$ cat config.mk
export PLATFORM = sky130hd
export DESIGN_NAME = fetch_unit
export DESIGN_NICKNAME = d
export VERILOG_FILES = /design/src/rtl/fetch_unit_pkg.sv /design/src/rtl/fetch_buffer.sv /design/src/rtl/fetch_unit.sv
export SDC_FILE = /design/constraint.sdc
export NUM_CORES = 1
export LEC_CHECK = 0
export CELL_PAD_IN_SITES_DETAIL_PLACEMENT = 1
export CELL_PAD_IN_SITES_GLOBAL_PLACEMENT = 1
export CORE_MARGIN = 5
export CORE_UTILIZATION = 35
export DETAILED_ROUTE_END_ITERATION = 16
export HOLD_SLACK_MARGIN = 0.08
export PLACE_DENSITY_LB_ADDON = 0.08
export SLEW_MARGIN = 20
export SYNTH_ARGS = -nofsm -noshare
export SYNTH_HDL_FRONTEND = slang
export SYNTH_SLANG_ARGS = --single-unit
$ cat constraint.sdc
create_clock -name clk -period 3.2 [get_ports clk]
set_input_delay 0.64 -clock clk [delete_from_list [all_inputs] [get_ports clk]]
set_output_delay 0.64 -clock clk [all_outputs]
set_load 0.01 [all_outputs]
$ cat src/rtl/fetch_unit_pkg.sv
// Shared types and constants for the instruction fetch stage.
package fetch_unit_pkg;

  localparam int unsigned FETCH_ADDR_W  = 6;
  localparam int unsigned FETCH_INSTR_W = 16;
  localparam int unsigned FETCH_DEPTH   = 2;

  typedef logic [FETCH_ADDR_W-1:0]  addr_t;
  typedef logic [FETCH_INSTR_W-1:0] instr_t;

  typedef enum logic [1:0] {
    S_FETCH,
    S_WAIT,
    S_DRAIN
  } fetch_state_e;

  // True when the buffer still has room after this cycle's push/pop.
  function automatic logic can_accept(input logic [1:0] count,
                                      input logic       push,
                                      input logic       pop);
    logic [2:0] occ;
    occ = {1'b0, count} + {2'b00, push} - {2'b00, pop};
    return occ < 3'(FETCH_DEPTH);
  endfunction

endpackage

$ cat src/rtl/fetch_buffer.sv
// Two-entry {pc, instr} FIFO; slot 0 is always the head, so the head
// outputs keep their last value once the buffer empties.
module fetch_buffer
  import fetch_unit_pkg::*;
#(
  parameter int unsigned ADDR_W  = 6,
  parameter int unsigned INSTR_W = 16
) (
  input  logic               clk,
  input  logic               rst,
  input  logic               i_clear,
  input  logic               i_push,
  input  logic [ADDR_W-1:0]  i_push_pc,
  input  logic [INSTR_W-1:0] i_push_instr,
  input  logic               i_pop,
  output logic [1:0]         o_count,
  output logic [ADDR_W-1:0]  o_head_pc,
  output logic [INSTR_W-1:0] o_head_instr
);

  logic [ADDR_W-1:0]  r_pc    [FETCH_DEPTH];
  logic [INSTR_W-1:0] r_instr [FETCH_DEPTH];
  logic [1:0]         r_count;
  logic               w_push;
  logic               w_pop;

  assign w_pop  = i_pop & (r_count != 2'd0);
  assign w_push = i_push & ((r_count != 2'(FETCH_DEPTH)) | w_pop);

  always_ff @(posedge clk) begin
    if (!rst) begin
      r_count <= '0;
      for (int unsigned i = 0; i < FETCH_DEPTH; i++) begin
        r_pc[i]    <= '0;
        r_instr[i] <= '0;
      end
    end else if (i_clear) begin
      r_count <= '0;
    end else begin
      case ({w_push, w_pop})
        2'b10: begin
          if (r_count == 2'd0) begin
            r_pc[0]    <= i_push_pc;
            r_instr[0] <= i_push_instr;
          end else begin
            r_pc[1]    <= i_push_pc;
            r_instr[1] <= i_push_instr;
          end
          r_count <= r_count + 2'd1;
        end
        2'b01: begin
          // Popping the last entry leaves slot 0 untouched so the head holds.
          if (r_count == 2'd2) begin
            r_pc[0]    <= r_pc[1];
            r_instr[0] <= r_instr[1];
          end
          r_count <= r_count - 2'd1;
        end
        2'b11: begin
          if (r_count == 2'd2) begin
            r_pc[0]    <= r_pc[1];
            r_instr[0] <= r_instr[1];
            r_pc[1]    <= i_push_pc;
            r_instr[1] <= i_push_instr;
          end else begin
            r_pc[0]    <= i_push_pc;
            r_instr[0] <= i_push_instr;
          end
        end
        default: ;
      endcase
    end
  end

  assign o_count      = r_count;
  assign o_head_pc    = r_pc[0];
  assign o_head_instr = r_instr[0];

endmodule

$ cat src/rtl/fetch_unit.sv
// Instruction fetch stage: issues one read at a time to instruction memory
// and buffers returned words for decode; a flush drops buffered and in-flight data.
module fetch_unit
  import fetch_unit_pkg::*;
#(
  parameter int unsigned ADDR_W  = 6,
  parameter int unsigned INSTR_W = 16
) (
  input  logic               clk,
  input  logic               rst,
  input  logic [ADDR_W-1:0]  pc,
  output logic               pc_advance,
  output logic               imem_rd,
  output logic [ADDR_W-1:0]  imem_addr,
  input  logic               imem_rvalid,
  input  logic [INSTR_W-1:0] imem_rdata,
  input  logic               flush,
  output logic               instr_valid,
  input  logic               instr_ready,
  output logic [INSTR_W-1:0] instr,
  output logic [ADDR_W-1:0]  instr_pc
);

  fetch_state_e      r_state;
  logic [ADDR_W-1:0] r_req_pc;

  logic [1:0] w_count;
  logic       w_valid;
  logic       w_pop;
  logic       w_push;
  logic       w_issue_state;
  logic       w_issue;

  assign w_valid       = (w_count != 2'd0);
  assign w_pop         = w_valid & instr_ready & ~flush;
  assign w_push        = (r_state == S_WAIT) & imem_rvalid & ~flush;
  assign w_issue_state = (r_state == S_FETCH) | ((r_state == S_WAIT) & imem_rvalid);
  // Reset also suppresses the request so no read leaves while rst is low.
  assign w_issue       = rst & ~flush & w_issue_state & can_accept(w_count, w_push, w_pop);

  assign imem_rd     = w_issue;
  assign pc_advance  = w_issue;
  assign imem_addr   = w_issue ? pc : '0;
  assign instr_valid = w_valid;

  always_ff @(posedge clk) begin
    if (!rst) begin
      r_state  <= S_FETCH;
      r_req_pc <= '0;
    end else begin
      if (w_issue) begin
        r_req_pc <= pc;
      end
      case (r_state)
        S_FETCH: begin
          if (w_issue) r_state <= S_WAIT;
        end
        S_WAIT: begin
          if (imem_rvalid)  r_state <= w_issue ? S_WAIT : S_FETCH;
          else if (flush)   r_state <= S_DRAIN;
        end
        S_DRAIN: begin
          if (imem_rvalid) r_state <= S_FETCH;
        end
        default: r_state <= S_FETCH;
      endcase
    end
  end

  fetch_buffer #(
    .ADDR_W (ADDR_W),
    .INSTR_W(INSTR_W)
  ) u_buffer (
    .clk         (clk),
    .rst         (rst),
    .i_clear     (flush),
    .i_push      (w_push),
    .i_push_pc   (r_req_pc),
    .i_push_instr(imem_rdata),
    .i_pop       (w_pop),
    .o_count     (w_count),
    .o_head_pc   (instr_pc),
    .o_head_instr(instr)
  );

endmodule

==> results of run 1 <==
-- worst paths after layout --
kind,from,endpoint,slack (ns),depth (start not counted)
worst min-delay path,r_req_pc[4]$_SDFFE_PN0N_,r_req_pc[4]$_SDFFE_PN0N_,0.48,2
worst max register to register,u_buffer.o_count[1]$_SDFFE_PP0P_,r_req_pc[5]$_SDFFE_PN0N_,0.37,14
worst max-delay path,u_buffer.o_count[1]$_SDFFE_PP0P_,imem_addr[1],-0.28,12
worst min register to register,r_req_pc[4]$_SDFFE_PN0N_,r_req_pc[4]$_SDFFE_PN0N_,0.48,2
-- layout make-up --
| class | count | area, µm² | area share [%] |
|---|---|---|---|
| flip-flops and latches | 54 | 1520 | 45.7 |
| well taps | 77 | 96.3 | 2.89 |
| repair buffers | 85 | 795 | 23.8 |
| inverters | 3 | 11.3 | 0.337 |
| clock inverters | 2 | 37.5 | 1.12 |
| multi-input cells | 101 | 802 | 24.0 |
| clock buffers | 6 | 72.6 | 2.17 |
-- placed cells by master (no fill, tap or decap), types with 4 or more instances in the layout --
cell type	instances
clkdlybuf4s50_1	46
edfxtp_1	44
buf_4	26
and2_1	23
a22o_1	22
buf_6	10
nand2_1	8
dfxtp_1	8
o21bai_1	7
and2_4	5
nor2_1	5
clkbuf_8	5
a21oi_1	4
-- logic make-up (layout without fill, tap and decap cells) --
family / after synthesis / in the layout
AOI/OAI and AO/OA: 39 / 39
xor gates and xnor gates: 2 / 2
adders and majority gates: 2 / 2
buffers and inverters: 16 / 96
DFF: 54 / 54
muxes: 1 / 1
and+or+nand+nor: 57 / 57
-- power by group through the flow --
stage | sequential [mW] | clock (mW) | combinational [mW]
final | 0.797 | 0.457 | 0.154
after global routing | 0.801 | 0.498 | 0.166
after CTS | 0.798 | 0.462 | 0.153
after detailed placement | 0.814 | 0 | 0.135
after global placement | 0.811 | 0 | 0.132
after floorplan | 0.817 | 0 | 0.0430
-- stage by stage --
step                util (%)  setup TNS (ns)  hold slack, ns  area (µm²)  cells
floorplan                  -          -0.168           0.440        2380    171
CTS                     51.5           -1.63           0.487        3310    326
global route            52.0           -2.33           0.512        3340    328
global placement        47.8           -7.16           0.467        3070    307
finish                  52.0           -1.47           0.482        3340    328
detailed placement      47.8           -8.01           0.474        3070    307
-- flip-flops by register name, indices dropped and copies added, names as in the netlist --
name,cells
r_req_pc,6
r_state,2
u_buffer.o_count,2
u_buffer.r_instr,32
u_buffer.r_pc,12
-- timing repair --
action / CTS / global route
setup buffers: 12 / 4
endpoints found under the setup margin: 8 / 8
cloned: 1 / 0
resized for setup: 62 / 2
pin swaps: 9 / 0
-- layer usage --
layer | track usage, % | vias up | wire (µm)
li1 | - | 785 | -
met1 | 16.5 | 805 | 2330
met2 | 23.7 | 55 | 2920
met3 | 3.85 | 7 | 325
met4 | 4.08 | 0 | 60
met5 | 0 | - | 0
-- critical path, stage by stage (launching register included) --
cell and delay, ns:
dfxtp_2 0.33, or2_1 0.24, and3_4 0.19, ha_4 0.20, or2b_1 0.24, fa_2 0.56, nand2b_4 0.06, nor4_4 0.15
buf_4 0.16, buf_6 0.09, buf_6 0.09, and2_4 0.14, buf_6 0.10
==> impl_metrics.py, run 1 <==
metrics = {
    "cells_and_area": {
        "layout-drive-gt1-share_pct": 26.3,
        "n_antenna_cell": 0,
        "nFillCells": 647,
        "fin_nets": 279,
        "synthToLayoutAreaGrowth_pct": 42.1,
    },
    "timing": {
        "fmax_mhz": 287,
        "slew_headroom_pct": 79.9,
        "fin_crit_sh_pct": 109,
        "maxSlewViolCount": 0,
        "finClkSkew_ns": 0.00651,
        "rsz0062_at_grt": "true",
        "worst_pin_slew_ns": 0.299,
        "period_needed_ns": 3.48,
        "setup_viol": 6,
        "fin_ws_ns": -0.279,
        "hold_viol": 0,
    },
    "global_routing": {
        "antenna_found_initial": 0,
        "grt_max_degree": 24,
        "grt_pass1_vias": 1771,
        "grt_overflow": 0,
        "gr-usage-all-layers_pct": 13.6,
        "grt_pass1_wl_mm": 9.06,
    },
    "synth": {
        "syn-num-nets": 200,
        "ys.flop_type": "edfxtp_1",
        "synth_mux_area_share_pct": 0.426,
        "synth_warnings": 0,
        "synth_top_family_by_area": "simple AND/OR/NAND/NOR gates",
        "yosysSeqAreaShare_pct": 64.8,
        "synth_edf_count": 44,
        "synthArstFlopShare_pct": 0,
        "avgSynthCellArea_um2": 13.7,
        "synth_area_leaders": "edfxtp_1 (56%), dfxtp_1 (8.5%), a22o_1 (8.2%)",
        "synth_most_common_cell": "edfxtp_1",
        "synth_compound_area_share_pct": 13.3,
        "synth_fa_ha_area_share_pct": 1.39,
        "synth.top_cell.area_share_pct": 56.3,
        "ys_ff_latch": 54,
        "synth_area_mm2": 0.00235,
        "synth_area_leader_cell": "edfxtp_1",
        "yosys.cell_types.count": 37,
        "synth_cells": 171,
        "synthXorXnorAreaFrac_pct": 0.746,
        "yosys-top-cells-count": "edfxtp_1 (44), and2_1 (28), a22o_1 (22)",
        "yosys.area_share.simple_pct": 15.0,
    },
    "clock_network": {
        "clock_path_buffers": 2,
        "cts_tree": "done",
        "ctsRootBufferMaster": "clkbuf_8",
        "cts_max_level": 2,
        "clock_sinks": 54,
        "cts_buffers": 5,
        "cts_hold_buf": 0,
        "clk_latency_ns": 0.31,
        "cts.clk_slew.worst_paths_ns": 0.09,
    },
    "min_path": {
        "worst_hold_path_type": "register to register",
    },
    "worst_setup_path": {
        "cp.arrival_ns": 2.84,
        "worstSetupPathType": "register to output port",
        "required_ns": 2.56,
        "cp-start-kind": "register",
        "crit_path_end_kind": "output port",
        "cp_max_fo": 3,
    },
    "routing": {
        "wire_per_inst_um": 17.2,
        "first_iter_violations": 41,
        "antenna_left": 0,
        "drc": 0,
        "dr.pass1.iters": 4,
        "vias_per_cell": 5.04,
        "num_vias": 1652,
        "wirelength_mm": 5.63,
    },
    "power": {
        "switching_share_pct": 21.3,
        "power.switching_mw": 0.299,
        "p_leak_nw": 1.28,
        "ir_drop_mv": 0.221,
        "p_seq_share_pct": 56.6,
        "combinationalPowerShare_pct": 10.9,
        "power_mw": 1.41,
        "p_int_mw": 1.11,
        "power_density_mw_per_mm2": 422,
        "pwr-share-clk_pct": 32.4,
    },
    "floorplanning": {
        "die_area_mm2": 0.00845,
        "start_util_pct": 36.6,
        "rows": 29,
        "die_y_um": 91.9,
        "die_w_um": 91.9,
        "io_pins": 58,
        "design.core.area_mm2": 0.00642,
    },
    "outcome": {
        "outcome": "finished, violations left",
        "failed_checks": "setup timing",
    },
    "run": {
        "max-cap-violations": 0,
    },
    "placed_design": {
        "gp_congestion": 0.780,
        "port_buffers": 57,
        "dpl_worst_slack_ns": -1.05,
        "hpwl_mm": 3.87,
    },
}
No activity file was read; power rests on OpenSTA's default activity.
==> inputs of run 2 (changes only) <==
--- a/config.mk
+++ b/config.mk
@@ -10,8 +10,8 @@
 export CORE_MARGIN = 5
 export CORE_UTILIZATION = 35
 export DETAILED_ROUTE_END_ITERATION = 16
-export HOLD_SLACK_MARGIN = 0.08
 export PLACE_DENSITY_LB_ADDON = 0.08
+export REMOVE_ABC_BUFFERS = 1
 export SLEW_MARGIN = 20
 export SYNTH_ARGS = -nofsm -noshare
 export SYNTH_HDL_FRONTEND = slang
==> run 2 against run 1 <==
The run still ends with setup timing left. Total power is 1.3% higher. Clock skew up 0.00098 ns. Utilization is 1.3 points higher. Count of clock-buffer cells in the layout fell by 1. Worst hold slack improved by 0.013 ns. Die area stayed put. Global-route usage grew 2.0 points. Non-clock buffer count increased by 6. Critical endpoint is now imem_addr[5]. Largest power group unchanged. Highest routed layer unchanged.
==> impl_metrics.py, run 2 (same netlist as run 1, synthesis figures left out) <==
metrics = {
    "worst_setup_path": {
        "critPathSlowestCell": "fa_2",
        "cpPeakStageDelay_ns": 0.53,
        "regToRegSetupSlack_ns": 0.24,
        "required_ns": 2.56,
        "cp.arrival_ns": 2.76,
        "critPathMostFrequentCell": "buf_6",
        "cp.buffers_inverters": 4,
        "crit_path_end_kind": "output port",
        "cp-start-kind": "input pin",
        "cp-startpoint": "instr_ready",
        "cp_max_fo": 6,
        "worstSetupPathType": "input pin to output port",
        "critPathTopFamily": "adder cells",
        "crit_chain": "dlygate4sd2_1, and3_4, ha_4, or2b_1, fa_2, nand2b_1, nor4_2, buf_4, buf_6, and2_4, buf_6",
        "r2r-start": "r_state[0]$_SDFFE_PN0P_",
    },
    "global_routing": {
        "gr-usage-all-layers_pct": 15.6,
        "grt.met2_usage_pct": 29.3,
        "grt_max_degree": 27,
        "grt_pass1_wl_mm": 10.2,
        "grt_use_met3_pct": 2.54,
        "grt_pass1_vias": 1952,
        "top_usage_layer": "met2",
        "antenna_found_initial": 0,
        "grtUsageMet1_pct": 18.0,
        "grt_overflow": 0,
    },
    "timing": {
        "hold_slack_ns": 0.494,
        "fin_ws_ns": -0.198,
        "setup_viol": 8,
        "slew_headroom_pct": 72.0,
        "hold_viol": 0,
        "maxSlewViolCount": 0,
        "period_needed_ns": 3.40,
        "fmax_mhz": 294,
        "rsz0062_at_grt": "true",
        "worst_pin_slew_ns": 0.420,
        "fin_crit_sh_pct": 106,
        "setup_tns_ns": -1.26,
        "finClkSkew_ns": 0.00749,
    },
    "power": {
        "ir_drop_mv": 0.215,
        "p_leak_nw": 1.33,
        "power_density_mw_per_mm2": 417,
    },
    "outcome": {
        "outcome": "finished, violations left",
        "failed_checks": "setup timing",
    },
    "min_path": {
        "worst_hold_path_type": "register to register",
        "min_from": "r_req_pc[1]$_SDFFE_PN0N_",
    },
    "clock_network": {
        "cts_hold_buf": 0,
        "cts.clk_slew.worst_paths_ns": 0.10,
        "clock_path_buffers": 2,
        "cts_buffers": 5,
        "clk_latency_ns": 0.31,
        "ctsRootBufferMaster": "clkbuf_8",
        "cts_max_level": 2,
        "clock_sinks": 54,
        "cts_tree": "done",
    },
    "placed_design": {
        "dpl_worst_slack_ns": -0.993,
        "hpwl_mm": 3.98,
        "gp_congestion": 0.704,
        "port_buffers": 57,
        "postPlaceCellArea_mm2": 0.00306,
    },
    "floorplanning": {
        "start_util_pct": 36.6,
        "io_pins": 58,
        "die_y_um": 91.9,
        "rows": 29,
        "die_w_um": 91.9,
        "die_area_mm2": 0.00845,
        "design.core.area_mm2": 0.00642,
    },
    "cells_and_area": {
        "fin_nets": 288,
        "largest_reg_flops": 32,
        "largestRegisters": "u_buffer.r_instr (32), u_buffer.r_pc (12), r_req_pc (6)",
        "n_antenna_cell": 0,
        "top_register": "u_buffer.r_instr",
        "layout_commonest_cell": "clkdlybuf4s50_1",
        "most-common-layout-cells": "clkdlybuf4s50_1 (46), edfxtp_1 (44), and2_1 (24), a22o_1 (22), buf_4 (22)",
        "layout-drive-gt1-share_pct": 28.1,
        "finalInstanceArea_mm2": 0.00342,
        "synthToLayoutAreaGrowth_pct": 45.7,
    },
    "routing": {
        "num_vias": 1727,
        "antenna_left": 0,
        "wirelength_mm": 6.35,
        "first_iter_violations": 113,
        "dr.pass1.iters": 4,
        "wire_per_inst_um": 18.8,
        "drc": 0,
        "vias_per_cell": 5.12,
    },
    "run": {
        "max-cap-violations": 0,
    },
}
-- run 2: cell types whose count changed in the layout (fill, tap and decap cells not counted), sizes merged --
cell,delta
buf,+7
clkbuf,-1
clkdlybuf4s15,-2
clkinv,+1
clkinvlp,-1
dlygate4sd2,+1
inv,+1
or2,+3
-- run 2: through the flow --
| stage | total power, mW | instances | utilization (%) |
|---|---|---|---|
| after floorplan | 0.852 | 158 | - |
| after global placement | 0.945 | 309 | 47.7 |
| after detailed placement | 0.953 | 309 | 47.7 |
| after CTS | 1.43 | 339 | 53.0 |
| after global routing | 1.47 | 337 | 53.3 |
| final | 1.43 | 337 | 53.3 |
-- run 2: worst reg2reg max path, cell delays in order, from the launching register on --
cell and delay (ns):
dfxtp_1 0.43, nand4bb_4 0.15, buf_4 0.16, buf_6 0.11
buf_6 0.10, buf_6 0.10, buf_6 0.10, buf_4 0.12
buf_4 0.12, buf_6 0.11, buf_6 0.10, buf_6 0.10
buf_6 0.11, buf_6 0.10, buf_6 0.13, a2111oi_4 0.41
or2_4 0.25, and2_1 0.14
-- run 2: what timing repair did --
action | CTS | global route
cloned | 3 | 0
gates resized for setup | 69 | 15
setup buffers | 19 | 6
setup endpoints to repair | 8 | 53
pin swaps | 15 | 11
-- run 2: cell type report --
cell class	count	area, µm²
flip-flops and latches	54	1520
inverters	3	11.3
repair buffers	91	857
clock buffers	5	68.8
multi-input cells	104	820
well taps	77	96.3
fillers	660	3000
clock inverters	3	43.8
-- run 2: path summary, 6_finish.rpt --
kind / endpoint / cells after the start
max: imem_addr[5] / 11
min reg2reg: r_req_pc[1]$_SDFFE_PN0N_ / 2
max reg2reg: u_buffer.r_pc[1][1]$_DFFE_PP_ / 17
min: r_req_pc[1]$_SDFFE_PN0N_ / 2
-- run 2: routing by layer --
layer	up-vias	wire length [µm]
met2	34	3350
met3	10	191
met4	0	127
met1	873	2680
met5	-	0
li1	810	-
-- run 2: where the power goes --
| group | switching [mW] | internal [mW] | total [mW] |
|---|---|---|---|
| Clock | 0.240 | 0.235 | 0.475 |
| Combinational | 0.0659 | 0.0867 | 0.153 |
| Sequential | 0.0133 | 0.785 | 0.798 |
| Total | 0.319 | 1.11 | 1.43 |
==> inputs of run 3 (changes only) <==
--- a/config.mk
+++ b/config.mk
@@ -7,6 +7,7 @@
 export LEC_CHECK = 0
 export CELL_PAD_IN_SITES_DETAIL_PLACEMENT = 1
 export CELL_PAD_IN_SITES_GLOBAL_PLACEMENT = 1
+export CORE_ASPECT_RATIO = 1.5
 export CORE_MARGIN = 5
 export CORE_UTILIZATION = 35
 export DETAILED_ROUTE_END_ITERATION = 16
==> run 3 against run 2 <==
The flow still finishes with violations (setup timing). Count of clock-buffer cells in the layout is 2 higher. Sequential share of layout area is 1.6 points higher. Combinational power hardly changed. Critical path type unchanged. Largest cell class unchanged.
==> impl_metrics.py, run 3 (same netlist as run 1, synthesis figures left out) <==
metrics = {
    "timing": {
        "hold_slack_ns": 0.483,
        "fin_ws_ns": -0.301,
        "fin_crit_sh_pct": 109,
        "worst_pin_slew_ns": 0.309,
        "hold_viol": 0,
        "fmax_mhz": 286,
        "period_needed_ns": 3.50,
        "setup_viol": 8,
        "finClkSkew_ns": 0.00895,
        "rsz0062_at_grt": "true",
        "slew_headroom_pct": 79.4,
        "maxSlewViolCount": 0,
        "setup_tns_ns": -1.83,
    },
    "run": {
        "max-cap-violations": 0,
    },
    "floorplanning": {
        "die_area_mm2": 0.00848,
        "design.core.area_mm2": 0.00653,
        "io_pins": 58,
        "die_y_um": 110,
        "rows": 36,
        "start_util_pct": 36.0,
        "die_w_um": 76.9,
    },
    "worst_setup_path": {
        "required_ns": 2.56,
        "r2r-start": "u_buffer.o_count[1]$_SDFFE_PP0P_",
        "cp-start-kind": "input pin",
        "cp_max_fo": 2,
        "cp.arrival_ns": 2.86,
        "crit_path_end_kind": "output port",
        "reg2reg_depth": 13,
        "regToRegSetupSlack_ns": 0.49,
        "worstSetupPathType": "input pin to output port",
        "r2r-end": "r_req_pc[1]$_SDFFE_PN0N_",
    },
    "global_routing": {
        "antenna_found_initial": 0,
        "grt_pass1_vias": 1822,
        "grt_pass1_wl_mm": 9.09,
        "grt_max_degree": 24,
        "grt_overflow": 0,
        "gr-usage-all-layers_pct": 13.8,
    },
    "min_path": {
        "min_from": "r_req_pc[5]$_SDFFE_PN0N_",
        "worst_hold_path_type": "register to register",
        "min_to": "r_req_pc[5]$_SDFFE_PN0N_",
        "hold_path_depth": 2,
    },
    "power": {
        "p_seq_share_pct": 57.2,
        "p_leak_nw": 1.26,
        "p_int_mw": 1.11,
        "combinationalPowerShare_pct": 10.8,
        "switching_share_pct": 20.6,
        "power_density_mw_per_mm2": 422,
        "pwr-share-clk_pct": 32.1,
        "ir_drop_mv": 0.251,
        "power.switching_mw": 0.288,
    },
    "clock_network": {
        "clock_sinks": 54,
        "clk_latency_ns": 0.30,
        "cts_buffers": 5,
        "cts_tree": "done",
        "cts_hold_buf": 0,
        "cts_max_level": 2,
        "clock_path_buffers": 2,
        "ctsRootBufferMaster": "clkbuf_8",
        "cts.clk_slew.worst_paths_ns": 0.09,
    },
    "outcome": {
        "outcome": "finished, violations left",
        "failed_checks": "setup timing",
    },
    "routing": {
        "wire_per_inst_um": 17.7,
        "first_iter_violations": 64,
        "drc": 0,
        "dr.pass1.iters": 4,
        "wirelength_mm": 5.69,
        "vias_per_cell": 5.11,
        "num_vias": 1646,
        "antenna_left": 0,
    },
    "cells_and_area": {
        "fin_nets": 274,
        "layout-drive-gt1-share_pct": 24.4,
        "n_antenna_cell": 0,
        "synthToLayoutAreaGrowth_pct": 40.5,
        "finalInstanceArea_mm2": 0.00330,
        "top_register": "u_buffer.r_instr",
        "layout_commonest_cell": "clkdlybuf4s50_1",
        "largest_reg_flops": 32,
        "largestRegisters": "u_buffer.r_instr (32), u_buffer.r_pc (12), r_req_pc (6)",
        "most-common-layout-cells": "clkdlybuf4s50_1 (46), edfxtp_1 (44), and2_1 (23), a22o_1 (22), buf_4 (20)",
    },
    "placed_design": {
        "port_buffers": 57,
        "postPlaceCellArea_mm2": 0.00305,
        "gp_congestion": 0.737,
        "hpwl_mm": 3.96,
    },
}
[run 3: cell count changes in the layout (fill, tap and decap cells not counted), sizes merged]
| cell | before | now |
|---|---|---|
| clkinv | 1 | 0 |
| buf | 44 | 32 |
| inv | 4 | 3 |
| clkbuf | 5 | 7 |
| clkdlybuf4s15 | 0 | 1 |
| or2 | 5 | 2 |
[run 3: what timing repair did]
| item | in CTS | in global routing |
|---|---|---|
| cloned | 1 | 0 |
| pin swaps | 8 | 3 |
| gates resized for setup | 63 | 4 |
| endpoints found under the setup margin | 8 | 8 |
| buffers inserted | 8 | 1 |
[run 3: stage by stage]
stage | std cells | worst slack (ns) | power [mW] | util, %
after detailed placement | 306 | -1.07 | 0.949 | 46.7
after floorplan | 158 | -0.711 | 0.852 | -
final | 322 | -0.301 | 1.39 | 50.5
after global placement | 306 | -0.885 | 0.941 | 46.7
after CTS | 323 | -0.378 | 1.41 | 50.3
after global routing | 322 | -0.376 | 1.45 | 50.5
[run 3: cell type report]
| type | instances | area (µm²) |
|---|---|---|
| tap | 76 | 95.1 |
| clock inverter | 1 | 30.0 |
| multi-input combinational | 101 | 812 |
| fill | 666 | 3230 |
| clock buffer | 7 | 76.3 |
| sequential | 54 | 1520 |
| inverter | 3 | 11.3 |
| timing repair buffer | 80 | 753 |
[run 3: critical path: stages]
cell,delay (ns)
dlygate4sd2_1,0.25
and3_4,0.18
ha_4,0.20
or2b_1,0.23
fa_2,0.56
nand2b_4,0.06
nor4_4,0.16
buf_4,0.16
buf_6,0.09
buf_6,0.08
and2_4,0.13
buf_6,0.09
[run 3: metal layers]
metal | GRT usage, % | wire, µm
met5 | 0 | 0
met4 | 6.13 | 141
met3 | 3.98 | 315
met2 | 26.6 | 3120
met1 | 13.5 | 2110
[run 3: how the worst max path moves through the flow]
| stage | end | slack (ns) | from |
|---|---|---|---|
| after CTS | imem_addr[1] | -0.38 | u_buffer.o_count[1]$_SDFFE_PP0P_ |
| after global routing | imem_addr[1] | -0.38 | u_buffer.o_count[1]$_SDFFE_PP0P_ |
| after detailed placement | imem_addr[4] | -1.07 | flush |
| final | imem_addr[1] | -0.30 | instr_ready |
| after floorplan | imem_addr[0] | -0.71 | flush |
| after global placement | imem_addr[1] | -0.88 | flush |
[run 3: power groups by stage]
stage	Sequential (mW)	Clock [mW]	Combinational (mW)
floorplan	0.817	0	0.0343
global placement	0.811	0	0.130
detailed placement	0.813	0	0.136
CTS	0.797	0.460	0.152
global route	0.799	0.486	0.161
finish	0.796	0.447	0.150
